### config.mk
export PLATFORM = sky130hd
export DESIGN_NAME = fpsub_flat
export DESIGN_NICKNAME = d
export VERILOG_FILES = /design/src/rtl/fpsub_if.sv /design/src/rtl/fpsub.sv /design/src/flat_wrapper.sv
export SDC_FILE = /design/constraint.sdc
export NUM_CORES = 1
export LEC_CHECK = 0
export BUFFER_PORTS_ARGS = -buffer_cell sky130_fd_sc_hd__buf_2
export CORE_MARGIN = 2
export CORE_UTILIZATION = 56
export DETAILED_ROUTE_END_ITERATION = 8
export GPL_ROUTABILITY_DRIVEN = 0
export PLACE_DENSITY_LB_ADDON = 0.12
export SKIP_LAST_GASP = 1
export SYNTH_ARGS = -nofsm -noshare
export SYNTH_HDL_FRONTEND = slang
export SYNTH_SLANG_ARGS = --single-unit
### constraint.sdc
create_clock -name clk -period 3.16 [get_ports clk]
set_input_delay 0.632 -clock clk [delete_from_list [all_inputs] [get_ports clk]]
set_output_delay 0.632 -clock clk [all_outputs]
set_load 0.01 [all_outputs]
### src/rtl/fpsub_if.sv
// Request/result bundle for the binary32 subtractor: operands and start in,
// registered difference plus done/busy status out.
interface fpsub_if;
    logic        start;
    logic [31:0] a;
    logic [31:0] b;
    logic [31:0] diff;
    logic        done;
    logic        busy;

    modport master (output start, a, b, input  diff, done, busy);
    modport slave  (input  start, a, b, output diff, done, busy);
endinterface

### src/rtl/fpsub.sv
// Multi-cycle binary32 subtractor (a - b): flush-to-zero, truncating,
// one-bit-per-cycle alignment and normalisation shifters.
module fpsub (
    input  logic   clk,
    input  logic   reset,
    fpsub_if.slave bus
);

    localparam logic [2:0] S_IDLE  = 3'd0;
    localparam logic [2:0] S_CHECK = 3'd1;
    localparam logic [2:0] S_ALIGN = 3'd2;
    localparam logic [2:0] S_ADD   = 3'd3;
    localparam logic [2:0] S_NORM  = 3'd4;
    localparam logic [2:0] S_DONE  = 3'd5;

    localparam logic [31:0] QNAN = 32'h7FC0_0000;

    function automatic logic is_nan(input logic [31:0] x);
        return (x[30:23] == 8'hFF) && (x[22:0] != 23'd0);
    endfunction

    function automatic logic is_inf(input logic [31:0] x);
        return (x[30:23] == 8'hFF) && (x[22:0] == 23'd0);
    endfunction

    function automatic logic is_zero(input logic [31:0] x);
        return x[30:23] == 8'h00;
    endfunction

    function automatic logic [31:0] sat_inf(input logic s);
        return {s, 8'hFF, 23'd0};
    endfunction

    function automatic logic [31:0] sat_zero(input logic s);
        return {s, 31'd0};
    endfunction

    // Truncating pack: guard bits below the hidden one simply fall away.
    function automatic logic [31:0] pack(input logic s, input logic [7:0] e,
                                         input logic [22:0] f);
        return {s, e, f};
    endfunction

    logic [2:0]  state_q, state_d;
    logic [31:0] a_q, a_d;
    logic [31:0] b_q, b_d;
    logic [31:0] diff_q, diff_d;
    logic        done_q, done_d;
    logic        sx_q, sx_d;
    logic        sy_q, sy_d;
    logic [24:0] mx_q, mx_d;
    logic [24:0] my_q, my_d;
    logic [7:0]  exp_q, exp_d;
    logic [8:0]  cnt_q, cnt_d;

    logic a_nan, b_nan, a_inf, b_inf, a_zero, b_zero;
    logic signed [8:0] exp_diff;
    logic        a_ge;
    logic [8:0]  cnt_mag;

    assign a_nan  = is_nan(a_q);
    assign b_nan  = is_nan(b_q);
    assign a_inf  = is_inf(a_q);
    assign b_inf  = is_inf(b_q);
    assign a_zero = is_zero(a_q);
    assign b_zero = is_zero(b_q);

    assign exp_diff = $signed({1'b0, a_q[30:23]}) - $signed({1'b0, b_q[30:23]});
    assign a_ge     = (exp_diff >= 9'sd0);
    assign cnt_mag  = a_ge ? exp_diff : -exp_diff;

    always_comb begin
        state_d = state_q;
        a_d     = a_q;
        b_d     = b_q;
        diff_d  = diff_q;
        done_d  = done_q;
        sx_d    = sx_q;
        sy_d    = sy_q;
        mx_d    = mx_q;
        my_d    = my_q;
        exp_d   = exp_q;
        cnt_d   = cnt_q;

        case (state_q)
            S_IDLE, S_DONE: begin
                // Subtraction is addition of b with its sign flipped.
                if (bus.start) begin
                    a_d     = bus.a;
                    b_d     = {~bus.b[31], bus.b[30:0]};
                    done_d  = 1'b0;
                    state_d = S_CHECK;
                end
            end

            S_CHECK: begin
                if (a_nan || b_nan || (a_inf && b_inf && (a_q[31] != b_q[31]))) begin
                    diff_d  = QNAN;
                    done_d  = 1'b1;
                    state_d = S_DONE;
                end else if (a_inf) begin
                    diff_d  = a_q;
                    done_d  = 1'b1;
                    state_d = S_DONE;
                end else if (b_inf) begin
                    diff_d  = b_q;
                    done_d  = 1'b1;
                    state_d = S_DONE;
                end else if (a_zero && b_zero) begin
                    diff_d  = sat_zero(a_q[31] & b_q[31]);
                    done_d  = 1'b1;
                    state_d = S_DONE;
                end else if (a_zero) begin
                    diff_d  = b_q;
                    done_d  = 1'b1;
                    state_d = S_DONE;
                end else if (b_zero) begin
                    diff_d  = a_q;
                    done_d  = 1'b1;
                    state_d = S_DONE;
                end else begin
                    // x carries the larger exponent, y is the one to align.
                    if (a_ge) begin
                        sx_d  = a_q[31];
                        mx_d  = {2'b01, a_q[22:0]};
                        sy_d  = b_q[31];
                        my_d  = {2'b01, b_q[22:0]};
                        exp_d = a_q[30:23];
                    end else begin
                        sx_d  = b_q[31];
                        mx_d  = {2'b01, b_q[22:0]};
                        sy_d  = a_q[31];
                        my_d  = {2'b01, a_q[22:0]};
                        exp_d = b_q[30:23];
                    end
                    cnt_d   = cnt_mag;
                    state_d = S_ALIGN;
                end
            end

            S_ALIGN: begin
                if (cnt_q > 9'd25) begin
                    my_d    = 25'd0;
                    cnt_d   = 9'd0;
                    state_d = S_ADD;
                end else if (cnt_q == 9'd0) begin
                    state_d = S_ADD;
                end else begin
                    my_d  = my_q >> 1;
                    cnt_d = cnt_q - 9'd1;
                end
            end

            S_ADD: begin
                if (sx_q == sy_q) begin
                    mx_d    = mx_q + my_q;
                    state_d = S_NORM;
                end else if (mx_q == my_q) begin
                    diff_d  = sat_zero(1'b0);
                    done_d  = 1'b1;
                    state_d = S_DONE;
                end else if (mx_q > my_q) begin
                    mx_d    = mx_q - my_q;
                    state_d = S_NORM;
                end else begin
                    mx_d    = my_q - mx_q;
                    sx_d    = sy_q;
                    state_d = S_NORM;
                end
            end

            S_NORM: begin
                if (mx_q[24]) begin
                    if (exp_q == 8'hFE) begin
                        diff_d  = sat_inf(sx_q);
                        done_d  = 1'b1;
                        state_d = S_DONE;
                    end else begin
                        mx_d  = mx_q >> 1;
                        exp_d = exp_q + 8'd1;
                    end
                end else if (!mx_q[23]) begin
                    if (exp_q == 8'h01) begin
                        diff_d  = sat_zero(sx_q);
                        done_d  = 1'b1;
                        state_d = S_DONE;
                    end else begin
                        mx_d  = mx_q << 1;
                        exp_d = exp_q - 8'd1;
                    end
                end else begin
                    diff_d  = pack(sx_q, exp_q, mx_q[22:0]);
                    done_d  = 1'b1;
                    state_d = S_DONE;
                end
            end

            default: state_d = S_IDLE;
        endcase
    end

    always_ff @(posedge clk or negedge reset) begin
        if (!reset) begin
            state_q <= S_IDLE;
            a_q     <= 32'd0;
            b_q     <= 32'd0;
            diff_q  <= 32'd0;
            done_q  <= 1'b0;
            sx_q    <= 1'b0;
            sy_q    <= 1'b0;
            mx_q    <= 25'd0;
            my_q    <= 25'd0;
            exp_q   <= 8'd0;
            cnt_q   <= 9'd0;
        end else begin
            state_q <= state_d;
            a_q     <= a_d;
            b_q     <= b_d;
            diff_q  <= diff_d;
            done_q  <= done_d;
            sx_q    <= sx_d;
            sy_q    <= sy_d;
            mx_q    <= mx_d;
            my_q    <= my_d;
            exp_q   <= exp_d;
            cnt_q   <= cnt_d;
        end
    end

    assign bus.diff = diff_q;
    assign bus.done = done_q;
    assign bus.busy = (state_q != S_IDLE) && (state_q != S_DONE);

endmodule

### src/flat_wrapper.sv
// flat-port wrapper written by rule: the top's interface ports become plain ports
module fpsub_flat 
  (clk, reset, bus_start, bus_a, bus_b, bus_diff, bus_done, bus_busy);
  fpsub_if bus_i ();
  input  logic clk;
  input  logic reset;
  input wire logic [$bits(bus_i.start)-1:0] bus_start;
  input wire logic [$bits(bus_i.a)-1:0] bus_a;
  input wire logic [$bits(bus_i.b)-1:0] bus_b;
  output wire logic [$bits(bus_i.diff)-1:0] bus_diff;
  output wire logic [$bits(bus_i.done)-1:0] bus_done;
  output wire logic [$bits(bus_i.busy)-1:0] bus_busy;
  assign bus_i.start = bus_start;
  assign bus_i.a = bus_a;
  assign bus_i.b = bus_b;
  assign bus_diff = bus_i.diff;
  assign bus_done = bus_i.done;
  assign bus_busy = bus_i.busy;
  fpsub u_core (.clk(clk), .reset(reset), .bus(bus_i));
endmodule
==> qor.yml <==
status:
  outcome: "complete, but fails checks"
  violated_checks: "setup timing"
hold_path:
  holdCritPathClass: "input pin to asynchronous set/reset pin"
synthesis:
  synth_largest_area_cell: "sky130_fd_sc_hd__dfrtp_1"
  synth_seq_area_share_pct: 31.6
  asyncSetResetFlopFracSynth_pct: 100
  syn-instance-count: 1555
  synth.avg_cell_area_um2: 8.54
  syn_nets: 1720
  synth_top_cell_area_share_pct: 31.6
  most_instantiated_library_cell_after_synthesis: "sky130_fd_sc_hd__dfrtp_1"
  synth_cell_type_count: 86
  synth_seq_cells: 168
  total_standard_cell_area_after_synthesis_um2: 13300
  synth_flop_cell: "sky130_fd_sc_hd__dfrtp_1"
  yosysWarningCount: 0
  number_of_enable_flip_flop_cells_after_synthesis: 0
  synthTopCellsByArea: "sky130_fd_sc_hd__dfrtp_1 (32%), sky130_fd_sc_hd__ha_1 (8.9%), sky130_fd_sc_hd__mux2_2 (5.6%)"
  synth.cells.most_frequent: "sky130_fd_sc_hd__dfrtp_1 (168), sky130_fd_sc_hd__a21oi_1 (142), sky130_fd_sc_hd__o21ai_0 (134)"
cells_and_area:
  layout.core_utilization_pct: 70.5
  finalNetCount: 1963
  post-route-cell-area_um2: 16500
  synthToLayoutAreaGrowth_pct: 24.3
  post_layout_nonfiller_instances: 2129
  drive_gt1_share_pct: 28.7
  antennaDiodeCount: 0
global_route:
  first_global_vias: 12800
  globalRoute.totalOverflow: 0
  globalRouteTotalUtil_pct: 37.1
  first_pass_grt_wire_length_mm: 71.7
  antenna_found_initial: 0
  grt_max_degree: 66
critical_path:
  crit_path_cell_trace: "buf_4, ha_4, inv_4, fa_2, a211oi_2, nor2_1, o21ai_2, o211ai_1, a221o_1, a21o_1, a211o_1, a31oi_1, xnor2_1, o21ai_1"
  rr_endpoint: "u_core.mx_q[22]"
  worst-path-max-fanout: 3
  crit_type: "register to register"
  r2r_setup_slack_ns: -0.08
  slowest_delay_ns: 0.42
  required_ns: 3.46
  critical_path.reg2reg.startpoint: "u_core.mx_q[0]"
  critical_path_arrival_ns: 3.54
  r2r.worst_path.cells: 14
  critical-path-slowest-cell: "sky130_fd_sc_hd__fa_2"
  cp-end-kind: "register"
  start_kind: "register"
timing:
  clock_skew_ns: 0.0192
  final.min_clock_period_ns: 3.24
  worst-slew-pin-transition_ns: 0.900
  hold_viol: 0
  setup-violations-final: 3
  fin_crit_sh_pct: 103
  achievable-frequency_ghz: 0.309
  worst_slew_margin_rel_pct: 39.8
  fin_setup_tns_ns: -0.141
  rsz0062_at_grt: "yes"
  final-max-slew-violation-count: 0
  setup_ws_ns: -0.0808
floorplan:
  floorplan.initialDensity_pct: 56.8
  row_count: 56
  pin_count: 101
  die_area_um2: 25000
  die-width_um: 158
  die_h_um: 158
  placeableCoreArea_um2: 23400
clock_tree:
  clk-insertion-delay-late_ns: 0.44
  cts_htree_levels: 4
  clk_path_buf_depth: 2
  tritoncts: "built"
  path_clk_slew_ns: 0.08
  cts_sinks: 168
  cts_hold_repair_buffers: 0
  cts_buffers: 17
  cts.root.buffer_cell: "sky130_fd_sc_hd__clkbuf_16"
power:
  vdd.ir_drop.worst_mv: 0.350
  clkPwrFrac_pct: 43.7
  total_power_mw: 4.91
  netSwitchingFraction_pct: 28.9
  pwr_density_nw_per_um2: 297
  internal_power_contribution_mw: 3.49
  combPwrFrac_pct: 10.2
  net_switching_power_mw: 1.42
  leakage_nw: 7.72
  power.sequential.fraction_pct: 46.0
route:
  detailroute.via_count: 13700
  drt_iter0_drc: 1699
  final_antenna_net_count: 0
  drcViolationCount: 0
  avgRoutedWirePerCell_um: 21.7
  first_pass_iters: 6
  detail_route.vias_per_cell: 6.44
  detail_route.wirelength_mm: 46.3
placement:
  placement_cell_area_um2: 15400
  dp.cells: 2081
  port-buffer-count: 100
  dp.final_hpwl_mm: 34.4
job:
  drv.max_cap_violation_count: 0
## worst max-delay path by stage
stage                              start              end  slack [ns]  cells past startpoint
final                     u_core.mx_q[0]  u_core.mx_q[22]       -0.08                     14
after global routing      u_core.my_q[9]  u_core.mx_q[24]       -0.23                     14
after CTS                 u_core.my_q[0]  u_core.mx_q[22]       -0.02                     14
after detailed placement  u_core.mx_q[0]  u_core.mx_q[24]       -0.22                     14
after global placement    u_core.mx_q[0]  u_core.mx_q[24]       -0.17                     14
after floorplan           u_core.a_q[23]  u_core.my_q[14]        0.05                     14
## final cells by class
cell class	instances	area (um^2)
multi-input combinational	1196	8690
fill	1922	6900
sequential	168	4210
timing repair buffer	322	2280
clock buffer	17	425
tap	319	399
inverter	93	352
clock inverter	14	158
## worst max-delay path: cells and delay by family, from the launching register on
kind / cells / cell delay [ns]
simple gates: 1 / 0.09
fa+ha+maj: 2 / 0.57
buf+inv: 2 / 0.18
compound gates: 8 / 1.68
flops: 1 / 0.39
xor+xnor: 1 / 0.22
## layer usage
metal,up-vias,share of wire [%],track usage (%)
met4,0,3.3,12.2
met1,6501,43,55.0
met5,-,0,0
li1,6172,-,-
met3,137,12,8.87
met2,898,42,53.1
## cells by family (layout without fill, tap and decap cells)
| family | after synthesis | after routing | share of synthesized area, % |
|---|---|---|---|
| AOI/OAI and AO/OA | 501 | 501 | 24.2 |
| and+or+nand+nor | 423 | 423 | 15.1 |
| buffers and inverters | 191 | 446 | 6.21 |
| DFF | 168 | 168 | 31.6 |
| muxes | 141 | 141 | 11.3 |
| adders and majority gates | 98 | 98 | 9.46 |
| xor gates and xnor gates | 33 | 33 | 2.18 |
## placed cells by master, fill, tap and decap left out, drive strengths merged, types with 5 or more instances in the layout
cell | Yosys | final
buf | 38 | 322
dfrtp | 168 | 168
a21oi | 146 | 146
o21ai | 142 | 142
nor2 | 126 | 126
nand2 | 119 | 119
inv | 93 | 100
ha | 94 | 94
mux2i | 74 | 74
mux2 | 67 | 67
nand3 | 55 | 55
a211oi | 28 | 28
xnor2 | 26 | 26
o221ai | 23 | 23
nor4 | 23 | 23
nor3 | 20 | 20
a31oi | 19 | 19
nand4 | 17 | 17
clkbuf | 60 | 17
a21o | 15 | 15
o31ai | 15 | 15
nand2b | 14 | 14
o211ai | 13 | 13
o22a | 12 | 12
a22oi | 12 | 12
or3 | 11 | 11
o21bai | 10 | 10
a222oi | 10 | 10
or4 | 10 | 10
nor2b | 7 | 7
o22ai | 7 | 7
xor2 | 7 | 7
and2 | 7 | 7
clkinv | 0 | 7
o21a | 6 | 6
a221oi | 5 | 5
## sequential cells by signal, summed over array words and instances (netlist names)
| signal | cells |
|---|---|
| u_core.a_q | 32 |
| u_core.b_q | 32 |
| u_core.bus.diff | 32 |
| u_core.bus.done | 1 |
| u_core.cnt_q | 9 |
| u_core.exp_q | 8 |
| u_core.mx_q | 25 |
| u_core.my_q | 24 |
| u_core.state_q | 3 |
| u_core.sx_q | 1 |
| u_core.sy_q | 1 |
## per-stage QoR
step                worst slack, ns  hold slack (ns)
floorplan                    0.0511            0.336
global placement             -0.173            0.461
detailed placement           -0.217            0.469
CTS                         -0.0169            0.230
global route                 -0.226            0.244
finish                      -0.0808            0.184
## power groups by stage
| stage | clock, mW | combinational, mW | sequential (mW) |
|---|---|---|---|
| 2_1_floorplan | 0 | 0.258 | 2.27 |
| 3_3_place_gp | 0 | 0.464 | 2.29 |
| 3_5_place_dp | 0 | 0.475 | 2.30 |
| 4_1_cts | 2.15 | 0.493 | 2.25 |
| 5_1_grt | 2.23 | 0.547 | 2.26 |
| 6_report | 2.15 | 0.501 | 2.26 |
## what timing repair did
item / in CTS / in global routing
endpoints found under the setup margin: 21 / 42
buffers inserted: 9 / 8
pin swaps: 21 / 42
resized for setup: 26 / 62
(Power assumes the default switching activity.)
